### config.mk
export PLATFORM = sky130hd
export DESIGN_NAME = led_time_bar_driver
export DESIGN_NICKNAME = d
export VERILOG_FILES = /design/src/rtl/led_bar_pkg.sv /design/src/rtl/led_blink_phase_gen.sv /design/src/rtl/led_time_bar_driver.sv
export SDC_FILE = /design/constraint.sdc
export NUM_CORES = 1
export LEC_CHECK = 0
export CAP_MARGIN = 20
export CORE_MARGIN = 4
export CORE_UTILIZATION = 52
export CTS_CLUSTER_SIZE = 10
export DETAILED_ROUTE_END_ITERATION = 12
export GPL_TIMING_DRIVEN = 0
export HOLD_SLACK_MARGIN = 0.06
export PLACE_DENSITY_LB_ADDON = 0.08
export SLEW_MARGIN = 15
export SYNTH_ARGS = -nofsm -noshare
export SYNTH_HDL_FRONTEND = slang
export SYNTH_SLANG_ARGS = --single-unit
### constraint.sdc
create_clock -name clk -period 3 [get_ports clk]
set_input_delay 0.6 -clock clk [delete_from_list [all_inputs] [get_ports clk]]
set_output_delay 0.6 -clock clk [all_outputs]
set_load 0.05 [all_outputs]
### src/rtl/led_bar_pkg.sv
// Shared types, default constants and the thermometer helper for the LED time bar.
// LED_TIME_BAR_BEEP_EN adds the default beep pulse length.
package led_bar_pkg;

    typedef enum logic [1:0] {
        ST_IDLE  = 2'd0,
        ST_RUN   = 2'd1,
        ST_FLASH = 2'd2,
        ST_DONE  = 2'd3
    } bar_state_e;

    localparam int DEF_NUM_LEDS     = 10;
    localparam int DEF_TIME_W       = 4;
    localparam int DEF_BLINK_CYCLES = 25000000;
    localparam int DEF_WARN_LEVEL   = 3;
    localparam int DEF_FLASH_COUNT  = 3;
`ifdef LED_TIME_BAR_BEEP_EN
    localparam int DEF_BEEP_CYCLES  = 5000000;
`endif

    // One bar segment: lit when its index is below the level, clamped to the bar width.
    function automatic logic therm_bit(input int unsigned level,
                                       input int unsigned idx,
                                       input int unsigned width);
        int unsigned lim;
        lim = (level < width) ? level : width;
        return logic'(idx < lim);
    endfunction

endpackage

### src/rtl/led_blink_phase_gen.sv
// Free-running blink half-period counter with phase toggle, synchronous clear and
// a raw terminal-count (wrap) flag. Shared by the RUN warning blink and the FLASH sequence.
module led_blink_phase_gen
    import led_bar_pkg::*;
#(
    parameter int BLINK_CYCLES = DEF_BLINK_CYCLES
) (
    input  logic clk,
    input  logic rst,
    input  logic clr_i,
    output logic phase_o,
    output logic phase_next_o,
    output logic wrap_o
);

    localparam int CNT_W = (BLINK_CYCLES > 1) ? $clog2(BLINK_CYCLES) : 1;
    localparam logic [CNT_W-1:0] CNT_MAX = CNT_W'(BLINK_CYCLES - 1);

    logic [CNT_W-1:0] cnt_q, cnt_d;
    logic             phase_q, phase_d;

    // wrap_o is not gated by clr_i so the parent can derive its clear from it without a loop.
    assign wrap_o       = (cnt_q == CNT_MAX);
    assign phase_o      = phase_q;
    assign phase_next_o = phase_d;

    always_comb begin
        // NOTE: every combinational output gets a default first, so no path can infer a latch.
        cnt_d   = cnt_q + CNT_W'(1);
        phase_d = phase_q;
        if (clr_i) begin
            cnt_d   = '0;
            phase_d = 1'b0;
        end else if (wrap_o) begin
            cnt_d   = '0;
            phase_d = ~phase_q;
        end
    end

    // NOTE: state registers use non-blocking assignments so all flops update together at the edge.
    always_ff @(posedge clk or negedge rst) begin
        if (!rst) begin
            cnt_q   <= '0;
            phase_q <= 1'b0;
        end else begin
            cnt_q   <= cnt_d;
            phase_q <= phase_d;
        end
    end

endmodule

### src/rtl/led_time_bar_driver.sv
// LED bar thermometer gauge with low-time warning blink and timeout flash sequence.
// Define LED_TIME_BAR_BEEP_EN to add the beep output driven by time decrements and the flash.
module led_time_bar_driver
    import led_bar_pkg::*;
#(
    parameter int NUM_LEDS     = DEF_NUM_LEDS,
    parameter int TIME_W       = DEF_TIME_W,
    parameter int BLINK_CYCLES = DEF_BLINK_CYCLES,
    parameter int WARN_LEVEL   = DEF_WARN_LEVEL,
    parameter int FLASH_COUNT  = DEF_FLASH_COUNT
`ifdef LED_TIME_BAR_BEEP_EN
    ,
    parameter int BEEP_CYCLES  = DEF_BEEP_CYCLES
`endif
) (
    input  logic                clk,
    input  logic                rst,
    input  logic                enable,
    input  logic [TIME_W-1:0]   time_in,
    input  logic                timeout_in,
    output logic [NUM_LEDS-1:0] led_out,
    output logic                warn,
    output logic                done
`ifdef LED_TIME_BAR_BEEP_EN
    ,
    output logic                beep
`endif
);

    localparam int FC_W = (FLASH_COUNT > 1) ? $clog2(FLASH_COUNT + 1) : 1;
    localparam logic [FC_W-1:0] FLASH_LAST = FC_W'(FLASH_COUNT - 1);

    bar_state_e          state_q, state_d;
    logic [NUM_LEDS-1:0] led_q, led_d;
    logic                warn_q, warn_d;
    logic                done_q, done_d;
    logic [FC_W-1:0]     flash_cnt_q, flash_cnt_d;

    logic [NUM_LEDS-1:0] therm;
    logic                in_warn;
    logic                blink_clr;
    logic                phase, phase_next, wrap;

    always_comb begin
        therm = '0;
        for (int i = 0; i < NUM_LEDS; i++) begin
            therm[i] = therm_bit(32'(time_in), i, NUM_LEDS);
        end
    end

    assign in_warn   = (time_in != '0) && (int'(time_in) <= WARN_LEVEL);
    assign blink_clr = (state_d != state_q);

    led_blink_phase_gen #(
        .BLINK_CYCLES (BLINK_CYCLES)
    ) u_blink (
        .clk          (clk),
        .rst          (rst),
        .clr_i        (blink_clr),
        .phase_o      (phase),
        .phase_next_o (phase_next),
        .wrap_o       (wrap)
    );

    // Next state and flash pair count; a 1->0 phase wrap closes one on/off pair.
    always_comb begin
        state_d     = state_q;
        flash_cnt_d = flash_cnt_q;
        if (!enable) begin
            state_d = ST_IDLE;
        end else begin
            case (state_q)
                ST_IDLE:  state_d = ST_RUN;
                ST_RUN:   if (timeout_in) state_d = ST_FLASH;
                ST_FLASH: begin
                    if (wrap && phase) begin
                        if (flash_cnt_q == FLASH_LAST) state_d = ST_DONE;
                        else                           flash_cnt_d = flash_cnt_q + FC_W'(1);
                    end
                end
                ST_DONE:  state_d = ST_DONE;
                default:  state_d = ST_IDLE;
            endcase
        end
        if ((state_d != ST_FLASH) || (state_q != ST_FLASH)) begin
            flash_cnt_d = '0;
        end
    end

    // Outputs are registered from the state being entered and the phase it will see.
    always_comb begin
        led_d  = '0;
        warn_d = 1'b0;
        done_d = 1'b0;
        case (state_d)
            ST_IDLE:  led_d = therm;
            ST_RUN: begin
                warn_d = in_warn;
                led_d  = (in_warn && phase_next) ? '0 : therm;
            end
            ST_FLASH: led_d = phase_next ? '0 : '1;
            ST_DONE:  done_d = 1'b1;
            default:  led_d = '0;
        endcase
    end

    always_ff @(posedge clk or negedge rst) begin
        if (!rst) begin
            state_q     <= ST_IDLE;
            led_q       <= '0;
            warn_q      <= 1'b0;
            done_q      <= 1'b0;
            flash_cnt_q <= '0;
        end else begin
            state_q     <= state_d;
            led_q       <= led_d;
            warn_q      <= warn_d;
            done_q      <= done_d;
            flash_cnt_q <= flash_cnt_d;
        end
    end

    assign led_out = led_q;
    assign warn    = warn_q;
    assign done    = done_q;

`ifdef LED_TIME_BAR_BEEP_EN
    localparam int BC_W = $clog2(BEEP_CYCLES + 1);

    logic [TIME_W-1:0] prev_time_q;
    logic [BC_W-1:0]   beep_cnt_q, beep_cnt_d;
    logic              beep_q, beep_d;
    logic              time_dec;

    assign time_dec = (time_in < prev_time_q);

    // A decrement (re)loads the pulse length; the pulse lasts while the count is nonzero.
    always_comb begin
        beep_cnt_d = '0;
        beep_d     = 1'b0;
        if (state_d == ST_RUN) begin
            if (time_dec)                beep_cnt_d = BC_W'(BEEP_CYCLES);
            else if (beep_cnt_q != '0)   beep_cnt_d = beep_cnt_q - BC_W'(1);
            beep_d = (beep_cnt_d != '0);
        end else if (state_d == ST_FLASH) begin
            beep_d = led_d[0];
        end
    end

    always_ff @(posedge clk or negedge rst) begin
        if (!rst) begin
            prev_time_q <= '0;
            beep_cnt_q  <= '0;
            beep_q      <= 1'b0;
        end else begin
            prev_time_q <= time_in;
            beep_cnt_q  <= beep_cnt_d;
            beep_q      <= beep_d;
        end
    end

    assign beep = beep_q;
`endif

endmodule
After elaboration in Yosys (flattened, before gate mapping). Index checks and enable logic that the tools add are counted.

Register bits after elaboration: 42. Output and inout port bits: 12. Bits of input ports: 8. Logic and storage cells: 65.

Reduce and logical (&&, ||, !) cells: 11. Equal/unequal tests: 12. Magnitude comparators: 12. Bitwise operators: 1. Add/sub/neg operators: 2. Muxes and demuxes: 20.

Operators by type and width (count): less-than comparator 3 x 32 -> 1 bit, first input constant (4); less-than comparator 1 x 32 -> 1 bit, first input constant (2); less-than comparator 2 x 32 -> 1 bit, first input constant (2); 2-to-1 mux 25 bit (2); less-than comparator 4 x 32 -> 1 bit, first input constant (1); one-hot mux 10 bit (3 select lines) (1); adder 25 x 1 -> 25 bit, second input constant (1); equality test 25 bit, second input constant (1); 2-to-1 mux 10 bit (2); 2-to-1 mux 2 bit (9); equality test 2 bit, second input constant (5); one-hot mux 2 bit (4 select lines) (1); nonzero test 2 bit (3); equality test 2 x 1 -> 1 bit, second input constant (2); less-or-equal comparator 4 x 2 -> 1 bit, second input constant (1); logical NOT 2 bit (2); less-than comparator 4 bit, first input constant (1); less-than comparator 4 bit, second input constant (1); 2-to-1 mux 1 bit (4); 2-to-1 mux 4 bit (1); != test 2 bit, second input constant (2); AND reduction 4 bit (1); nonzero test 4 bit (1); logical AND 1 bit (3); 5 further kinds (5).

Depth between registers and ports, before layout. Gate-level depths: netlist (run 1).

Depth after elaboration: 10. Gate-level depth with buffers: 11. Depth with buffers taken out: 8.

By module. From an unflattened synthesis (run 1), not the netlist that was laid out.

Cell total of the unflattened synthesis: 208. Area, all modules: 2125.8 um^2.

Modules (own cells, without submodules): led_blink_phase_gen (seq. area each 650.6 um^2, instances 1, area each 1365.1 um^2, cells each 138); led_time_bar_driver (seq. area each 400.4 um^2, instances 1, area each 760.7 um^2, cells each 70).

Worst setup path before layout (run 1). No wires, ideal clock.

Path type: register to register. Start point: reg u_blink.cnt_q[15]. End point: reg u_blink.cnt_q[2]. Setup slack: 0.251 ns. Clock period less this slack: 2.749 ns. Data required time: 2.873 ns. Path buffers: 2. Stages on the path, launching flop included: 11. Arrival: 2.622 ns. Setup time: 0.127 ns. Cells stage by stage: dfrtp_1 -> nor4bb_1 -> nand4_1 -> nor3_2 -> buf_2 -> ha_1 -> nand2_1 -> a22o_1 -> a21oi_1 -> buf_2 -> nor3_1.

Cells in the longest elaborated chain, start to end: 7. Elaborated cells on any way between the ends: 8. Those cells by class: eq/ne (2); mux (5); reduce/logical (1).

Ends and longest elaborated chain: from (decl) (line led_blink_phase_gen.sv:19) `logic [CNT_W-1:0] cnt_q, cnt_d;`; from (signal assigned) (line led_blink_phase_gen.sv:46) `cnt_q <= cnt_d;`; equality test 25 bit (*) (line led_blink_phase_gen.sv:23) `assign wrap_o = (cnt_q == CNT_MAX);`; logical AND 1 bit (line led_time_bar_driver.sv:76) `if (wrap && phase) begin`; 2-to-1 mux 2 bit (line led_time_bar_driver.sv:76); one-hot mux 2 bit (4 select lines) (line led_time_bar_driver.sv:72) `case (state_q)`; 2-to-1 mux 2 bit (line led_time_bar_driver.sv:69) `if (!enable) begin`; != test 2 bit (line led_time_bar_driver.sv:52) `assign blink_clr = (state_d != state_q);`; 2-to-1 mux 25 bit (*) (line led_blink_phase_gen.sv:31) `if (clr_i) begin`; net u_blink.cnt_d[2] (line led_blink_phase_gen.sv:19).

Mark *: on every way through the listed nets, which the timed path passes. The rest lies on a longest branch. A chain may end at the register's enable or synchronous reset.

Final worst setup path (run 1).
Start point: reg u_blink.cnt_q[15]. End point: reg u_blink.cnt_q[8].

Same word-level chain as after synthesis.

==> key figures, run 1 <==
Outcome
  • Status: finished clean

Worst setup path
  • CP cell instances: nor4bb_1, nand4_1, nor3_4, buf_4, ha_1, nand2_1, a22o_1, a21oi_4, buf_2, nor3_1
  • R2r setup slk: 0.21 ns
  • Critical Path AT: 2.96 ns
  • Crit-path slowest cell: dfrtp_1
  • Critical path buffers and inverters: 2
  • Max Fanout on Critical Path: 10
  • Worst r2r dst: u_blink.cnt_q[8]
  • Crit path kind: reg2reg
  • Critical Path Start Type: flip-flop
  • CP endpoint kind: flip-flop
  • Critical path's top delay family: simple AND/OR/NAND/NOR gates
  • Largest incremental delay on the critical path: 0.45 ns
  • R2R cell count: 10
  • Worst path required time: 3.18 ns
  • Critical Path Source: u_blink.cnt_q[15]
  • Reg-to-Reg Start: u_blink.cnt_q[15]

Power and ir drop
  • Peak supply drop: 0.379 mV
  • Cell leakage power: 1.01 nW
  • Power density cells: 452 mW/mm2
  • Design Power: 0.00112 W

STA
  • Hold Violations, Final: 0
  • RSZ-0062 raised after global routing: false
  • Setup Viol. Count Final: 0
  • FMAX: 0.359 GHz
  • Worst-Margin Slew: 0.520 ns
  • Hold Slack: 0.263 ns
  • Period utilization: 92.9%
  • Setup WS post-layout: 0.214 ns
  • Tmin final: 2.79 ns
  • Clk_skew: 0.00375 ns
  • Max Slew Vio Count: 0
  • Slew headroom: 65.2%

Routing
  • Routed wire length: 4350 um
  • DR pass1 iterations: 4
  • Routed Antenna Nets: 0
  • DR iter-0 viols: 81
  • Vias after detailed routing: 1650
  • Drt wl/cell: 15.6 um
  • Via-to-Cell Ratio: 5.89
  • # DRC: 0

Yosys
  • Library cells used by synthesis: 38
  • Netlist Area Pre-Place: 0.00211 mm2
  • Register area share after synthesis: 49.9%
  • Average cell area after synthesis: 10.3 um2
  • Syn Inst Count: 204
  • Flip-flop and latch count after synthesis: 42
  • Syn_nets: 215
  • Synthesis warning total: 0

CTS
  • Clk sinks: 42
  • # H-tree levels: 2
  • Clock slew at reported path FFs: 0.08 ns
  • CTS tree: done
  • Root Driver: clkbuf_8
  • Clock buffer depth: 2
  • CTS Hold Buffers Added: 0
  • Clock Latency Late Sink: 0.29 ns
  • Num CTS Buffers: 5

Floorplanning
  • Die H: 71.6 um
  • I/O pin cnt: 20
  • Horiz. Die Dim: 71.6 um
  • Row count: 22
  • Core area: 0.00380 mm2
  • Initial core utilization: 55.4%
  • Die ar.: 0.00513 mm2

Placed design
  • Post-detail-place hpwl: 3090 um
  • Place WS: -0.411 ns
  • GPL Wtd Cong: 0.789
  • PortBufs: 18

Global routing
  • Initial antenna violation count: 0
  • First-pass GRT wire length: 7780 um
  • Maximum number of pins on one net before global-route repair: 24
  • All-Layer GR Usage: 19.1%
  • Number of global-route vias before repair: 1713
  • Gr ovfl total: 0

Final layout
  • Most common cell after layout, fill and taps aside: dfrtp_1
  • Area Overhead vs Synth: 18.0%
  • Filler cells: 309
  • Net count reported at finish: 243
  • Commonest cells after routing, fill and taps aside: dfrtp_1 (42), clkdlybuf4s50_1 (17), o21ai_0 (15)
  • Ratio of cells with drive above 1 in the final layout: 14.7%
  • # diodes: 0
  • Post-Route Utilization: 65.4%

Run
  • Number of max-cap violations: 0

Worst hold path
  • Worst Hold Class: in2async
[power by group]
group / internal [W] / switching [W] / leakage, nW
clock: 0.000156 / 0.000187 / 0.0438
combinational: 0.0000598 / 0.000120 / 0.418
sequential: 0.000587 / 0.0000119 / 0.552
total: 0.000804 / 0.000319 / 1.01
[kinds of logic after synthesis]
group | count (synthesis) | share of synthesized area, %
muxes | 2 | 0.951
xor gates and xnor gates | 10 | 4.16
adders and majority gates | 3 | 1.78
buffers and inverters | 16 | 4.52
and+or+nand+nor | 85 | 24.0
AOI/OAI and AO/OA | 46 | 14.7
DFF | 42 | 49.9
[worst max path at each step]
stage,to,slack [ns],cells after the start
floorplan,u_blink.cnt_q[2],0.25,10
CTS,u_blink.cnt_q[9],0.06,10
finish,u_blink.cnt_q[8],0.21,10
global placement,u_blink.cnt_q[2],-0.39,10
global route,u_blink.cnt_q[5],0.00008,10
detailed placement,u_blink.cnt_q[2],-0.41,10
[layout make-up]
class	count	area, um2	area share [%]
buffer	10	77.6	3.12
clock buffer	5	68.8	2.77
clock inverter	2	10.0	0.403
inverter	6	22.5	0.906
multi-input combinational	146	977	39.3
sequential	42	1050	42.3
tap	48	60.1	2.42
timing repair buffer	21	218	8.76
[metal layers]
layer  track usage [%]  wire [um]  up-vias  part of all wire, %
met2              32.2       2190       28                   50
met3              6.45        214        7                  4.9
met1              22.9       1880      803                   43
li1                  -          -      812                    -
met4              6.47         68        0                  1.6
met5                 0          0        -                    0
[state kept, by name, summed over array words and instances, names as in the netlist]
register         flops
u_blink.cnt_q       25
led_out             10
flash_cnt_q          2
state_q              2
done                 1
u_blink.phase_o      1
warn                 1
[synthesized netlist by cell type]
master,n,area (um2)
and3_1,2,12.5
or3_2,1,7.51
a211oi_2,4,50.1
nand4_4,1,21.3
a22o_1,1,8.76
nor3_2,1,10.0
nor4_1,1,6.26
and4_1,2,17.5
nor4bb_1,1,10.0
a21oi_1,9,45.0
nor2_1,10,37.5
buf_2,4,20.0
nor3b_1,1,7.51
or2_2,2,12.5
o21ai_0,15,75.1
nand2b_1,2,12.5
a21bo_2,1,10.0
nand4_1,6,37.5
inv_1,6,22.5
dfrtp_1,42,1050
xor2_1,8,70.1
ha_1,3,37.5
nand2_1,13,48.8
o31ai_1,7,52.6
mux2i_1,2,20.0
nor2b_1,2,12.5
nor3_1,13,65.1
buf_6,4,45.0
nand3_1,9,45.0
clkbuf_1,2,7.51
and2_1,2,12.5
or4_1,6,45.0
xnor2_1,2,17.5
nand4_2,2,25.0
a211oi_1,9,67.6
or3_1,6,37.5
and4_4,1,11.3
and4_2,1,10.0
[what timing repair did]
action / CTS / global route
pin swaps: 0 / 1
buffers inserted: 0 / 2
endpoints found under the setup margin: 26 / 20
resized for setup: 5 / 0
[through the flow]
stage                     instance area (um2)  setup TNS [ns]  cells
after floorplan                          2110               0    204
after global placement                   2350           -7.25    270
after detailed placement                 2370           -7.89    271
after CTS                                2470               0    278
after global routing                     2480               0    280
final                                    2480               0    280
[worst reg2reg max path, cell delays in order, from the launching register on]
cell and delay [ns]:
dfrtp_1 0.45, nor4bb_1 0.35, nand4_1 0.19, nor3_4 0.20, buf_4 0.21, ha_1 0.27, nand2_1 0.10, a22o_1 0.27
a21oi_4 0.27, buf_2 0.27, nor3_1 0.08
No activity file was read; power rests on OpenSTA's default activity.
==> inputs of run 2 (changes only) <==
--- a/config.mk
+++ b/config.mk
@@ -6,13 +6,12 @@
 export NUM_CORES = 1
 export LEC_CHECK = 0
 export CAP_MARGIN = 20
-export CORE_MARGIN = 4
 export CORE_UTILIZATION = 52
-export CTS_CLUSTER_SIZE = 10
+export CTS_CLUSTER_SIZE = 40
 export DETAILED_ROUTE_END_ITERATION = 12
 export GPL_TIMING_DRIVEN = 0
 export HOLD_SLACK_MARGIN = 0.06
-export PLACE_DENSITY_LB_ADDON = 0.08
+export PLACE_DENSITY = 0.72
 export SLEW_MARGIN = 15
 export SYNTH_ARGS = -nofsm -noshare
 export SYNTH_HDL_FRONTEND = slang
==> key figures, run 2 (synthesized netlist as in run 1, its figures left out) <==
STA
  • Tmin final: 2.77 ns
  • Slew headroom: 65.0%
  • Hold Violations, Final: 0
  • Max Slew Vio Count: 0
  • Clk_skew: 0.00643 ns
  • RSZ-0062 raised after global routing: false
  • Setup Viol. Count Final: 0
  • FMAX: 0.361 GHz
  • Setup TNS: 0 ns
  • Period utilization: 92.4%
  • Worst-Margin Slew: 0.523 ns

Power and ir drop
  • Power density cells: 459 mW/mm2
  • Int Pwr: 0.000815 W
  • Cell leakage power: 1.02 nW
  • Clock share of power: 31.8%
  • Logic pwr share: 16.1%
  • Sw frac: 29.3%
  • Peak supply drop: 0.383 mV
  • Sw power: 0.000337 W
  • Seq pwr share: 52.0%

Worst setup path
  • Critical Path Source: u_blink.cnt_q[15]
  • Worst path required time: 3.18 ns
  • Critical Path Start Type: flip-flop
  • Largest incremental delay on the critical path: 0.45 ns
  • CP cell instances: nor4bb_2, nand4_1, nor3_4, buf_4, ha_1, nand2_1, a22o_1, a21oi_4, buf_4, nor3_1
  • Crit-path slowest cell: dfrtp_1
  • Crit path kind: reg2reg
  • Reg-to-Reg Start: u_blink.cnt_q[15]
  • Max Fanout on Critical Path: 10
  • Critical Path AT: 2.95 ns
  • Most frequent CP cell: buf_4
  • CP endpoint kind: flip-flop

Global routing
  • Maximum number of pins on one net before global-route repair: 32
  • First-pass GRT wire length: 7810 um
  • All-Layer GR Usage: 24.1%
  • Gr ovfl total: 0
  • Initial antenna violation count: 0
  • Number of global-route vias before repair: 1727

Run
  • Number of max-cap violations: 0

Final layout
  • Filler cells: 290
  • Ratio of cells with drive above 1 in the final layout: 16.2%
  • # diodes: 0
  • Net count reported at finish: 245
  • Largest register FFs: 25
  • Most common cell after layout, fill and taps aside: dfrtp_1
  • Reg area: 0.00105 mm2
  • Top reg by flops: u_blink.cnt_q
  • Area Overhead vs Synth: 19.3%
  • Commonest cells after routing, fill and taps aside: dfrtp_1 (42), clkdlybuf4s50_1 (17), o21ai_0 (15)
  • Non-filler cells, final: 283
  • Multi-input gate area: 983 um2

Routing
  • # DRC: 0
  • DR pass1 iterations: 5
  • Routed wire length: 4670 um
  • Drt wl/cell: 16.5 um
  • Via-to-Cell Ratio: 6.04
  • DR iter-0 viols: 114
  • Routed Antenna Nets: 0
  • Vias after detailed routing: 1708

Floorplanning
  • Die H: 65.6 um
  • Horiz. Die Dim: 65.6 um
  • Core area: 0.00377 mm2
  • Row count: 22
  • Die ar.: 0.00431 mm2
  • Initial core utilization: 55.8%
  • I/O pin cnt: 20

Placed design
  • GPL Wtd Cong: 0.832
  • PortBufs: 18
  • Post-detail-place hpwl: 3270 um
  • Placed Instances: 271

CTS
  • Clock Latency Late Sink: 0.30 ns
  • Num CTS Buffers: 5
  • CTS tree: done
  • # H-tree levels: 2
  • Root Driver: clkbuf_8
  • Clk sinks: 42
  • Clock slew at reported path FFs: 0.09 ns
  • Clock buffer depth: 2
  • CTS Hold Buffers Added: 0

Worst hold path
  • Worst Hold Class: in2async

Outcome
  • Status: finished clean
run 2: stage by stage:
stage	total power (W)	hold slack, ns	worst slack [ns]	utilization [%]	area, um2
global route	0.00120	0.188	0.0303	66.6	2510
detailed placement	0.000786	0.499	-0.525	62.6	2360
floorplan	0.000714	0.304	0.251	-	2110
global placement	0.000779	0.448	-0.380	62.2	2350
CTS	0.00115	0.184	0.0443	65.6	2470
finish	0.00115	0.173	0.229	66.6	2510
run 2: layer usage:
layer	global-route usage [%]	vias up	routed length [um]
met5	0	-	0
met4	9.24	0	72
met3	7.64	8	266
met2	40.8	52	2360
met1	28.2	834	1980
li1	-	814	-
run 2: path summary, 6_finish.rpt:
check,cells past startpoint,slack [ns],end
worst max-delay path,10,0.23,u_blink.cnt_q[3]
worst min-delay path,1,0.17,u_blink.cnt_q[15]
worst max register to register,10,0.23,u_blink.cnt_q[3]
worst min register to register,1,0.50,u_blink.cnt_q[0]
max in group asynchronous,2,2.37,u_blink.cnt_q[1]
min in group clk,1,0.50,u_blink.cnt_q[0]
run 2: area by class of cell:
class / count / share of cell area, %
Sequential cell: 42 / 41.8
Multi-Input combinational cell: 146 / 39.1
Timing Repair Buffer: 23 / 8.96
Buffer: 10 / 3.19
Clock buffer: 5 / 2.74
Tap cell: 48 / 2.39
Inverter: 6 / 0.896
Clock inverter: 3 / 0.847
run 2: critical path: cells and delay by family (launching register included):
family / cells / cell delay [ns]
simple gates: 5 / 1.00
compound gates: 2 / 0.48
buf+inv: 2 / 0.46
flops: 1 / 0.45
fa+ha+maj: 1 / 0.26
run 2: power by group through the flow:
| stage | registers [W] | clock network, W | logic [W] |
|---|---|---|---|
| CTS | 0.000600 | 0.000373 | 0.000181 |
| finish | 0.000600 | 0.000367 | 0.000186 |
| detailed placement | 0.000611 | 0 | 0.000176 |
| floorplan | 0.000661 | 0 | 0.0000521 |
| global placement | 0.000609 | 0 | 0.000170 |
| global route | 0.000602 | 0.000399 | 0.000200 |
run 2: repair_timing:
action                                  CTS  global route
resized for setup                         5             2
pin swaps                                 1             2
setup buffers                             0             4
endpoints found under the setup margin   26            20
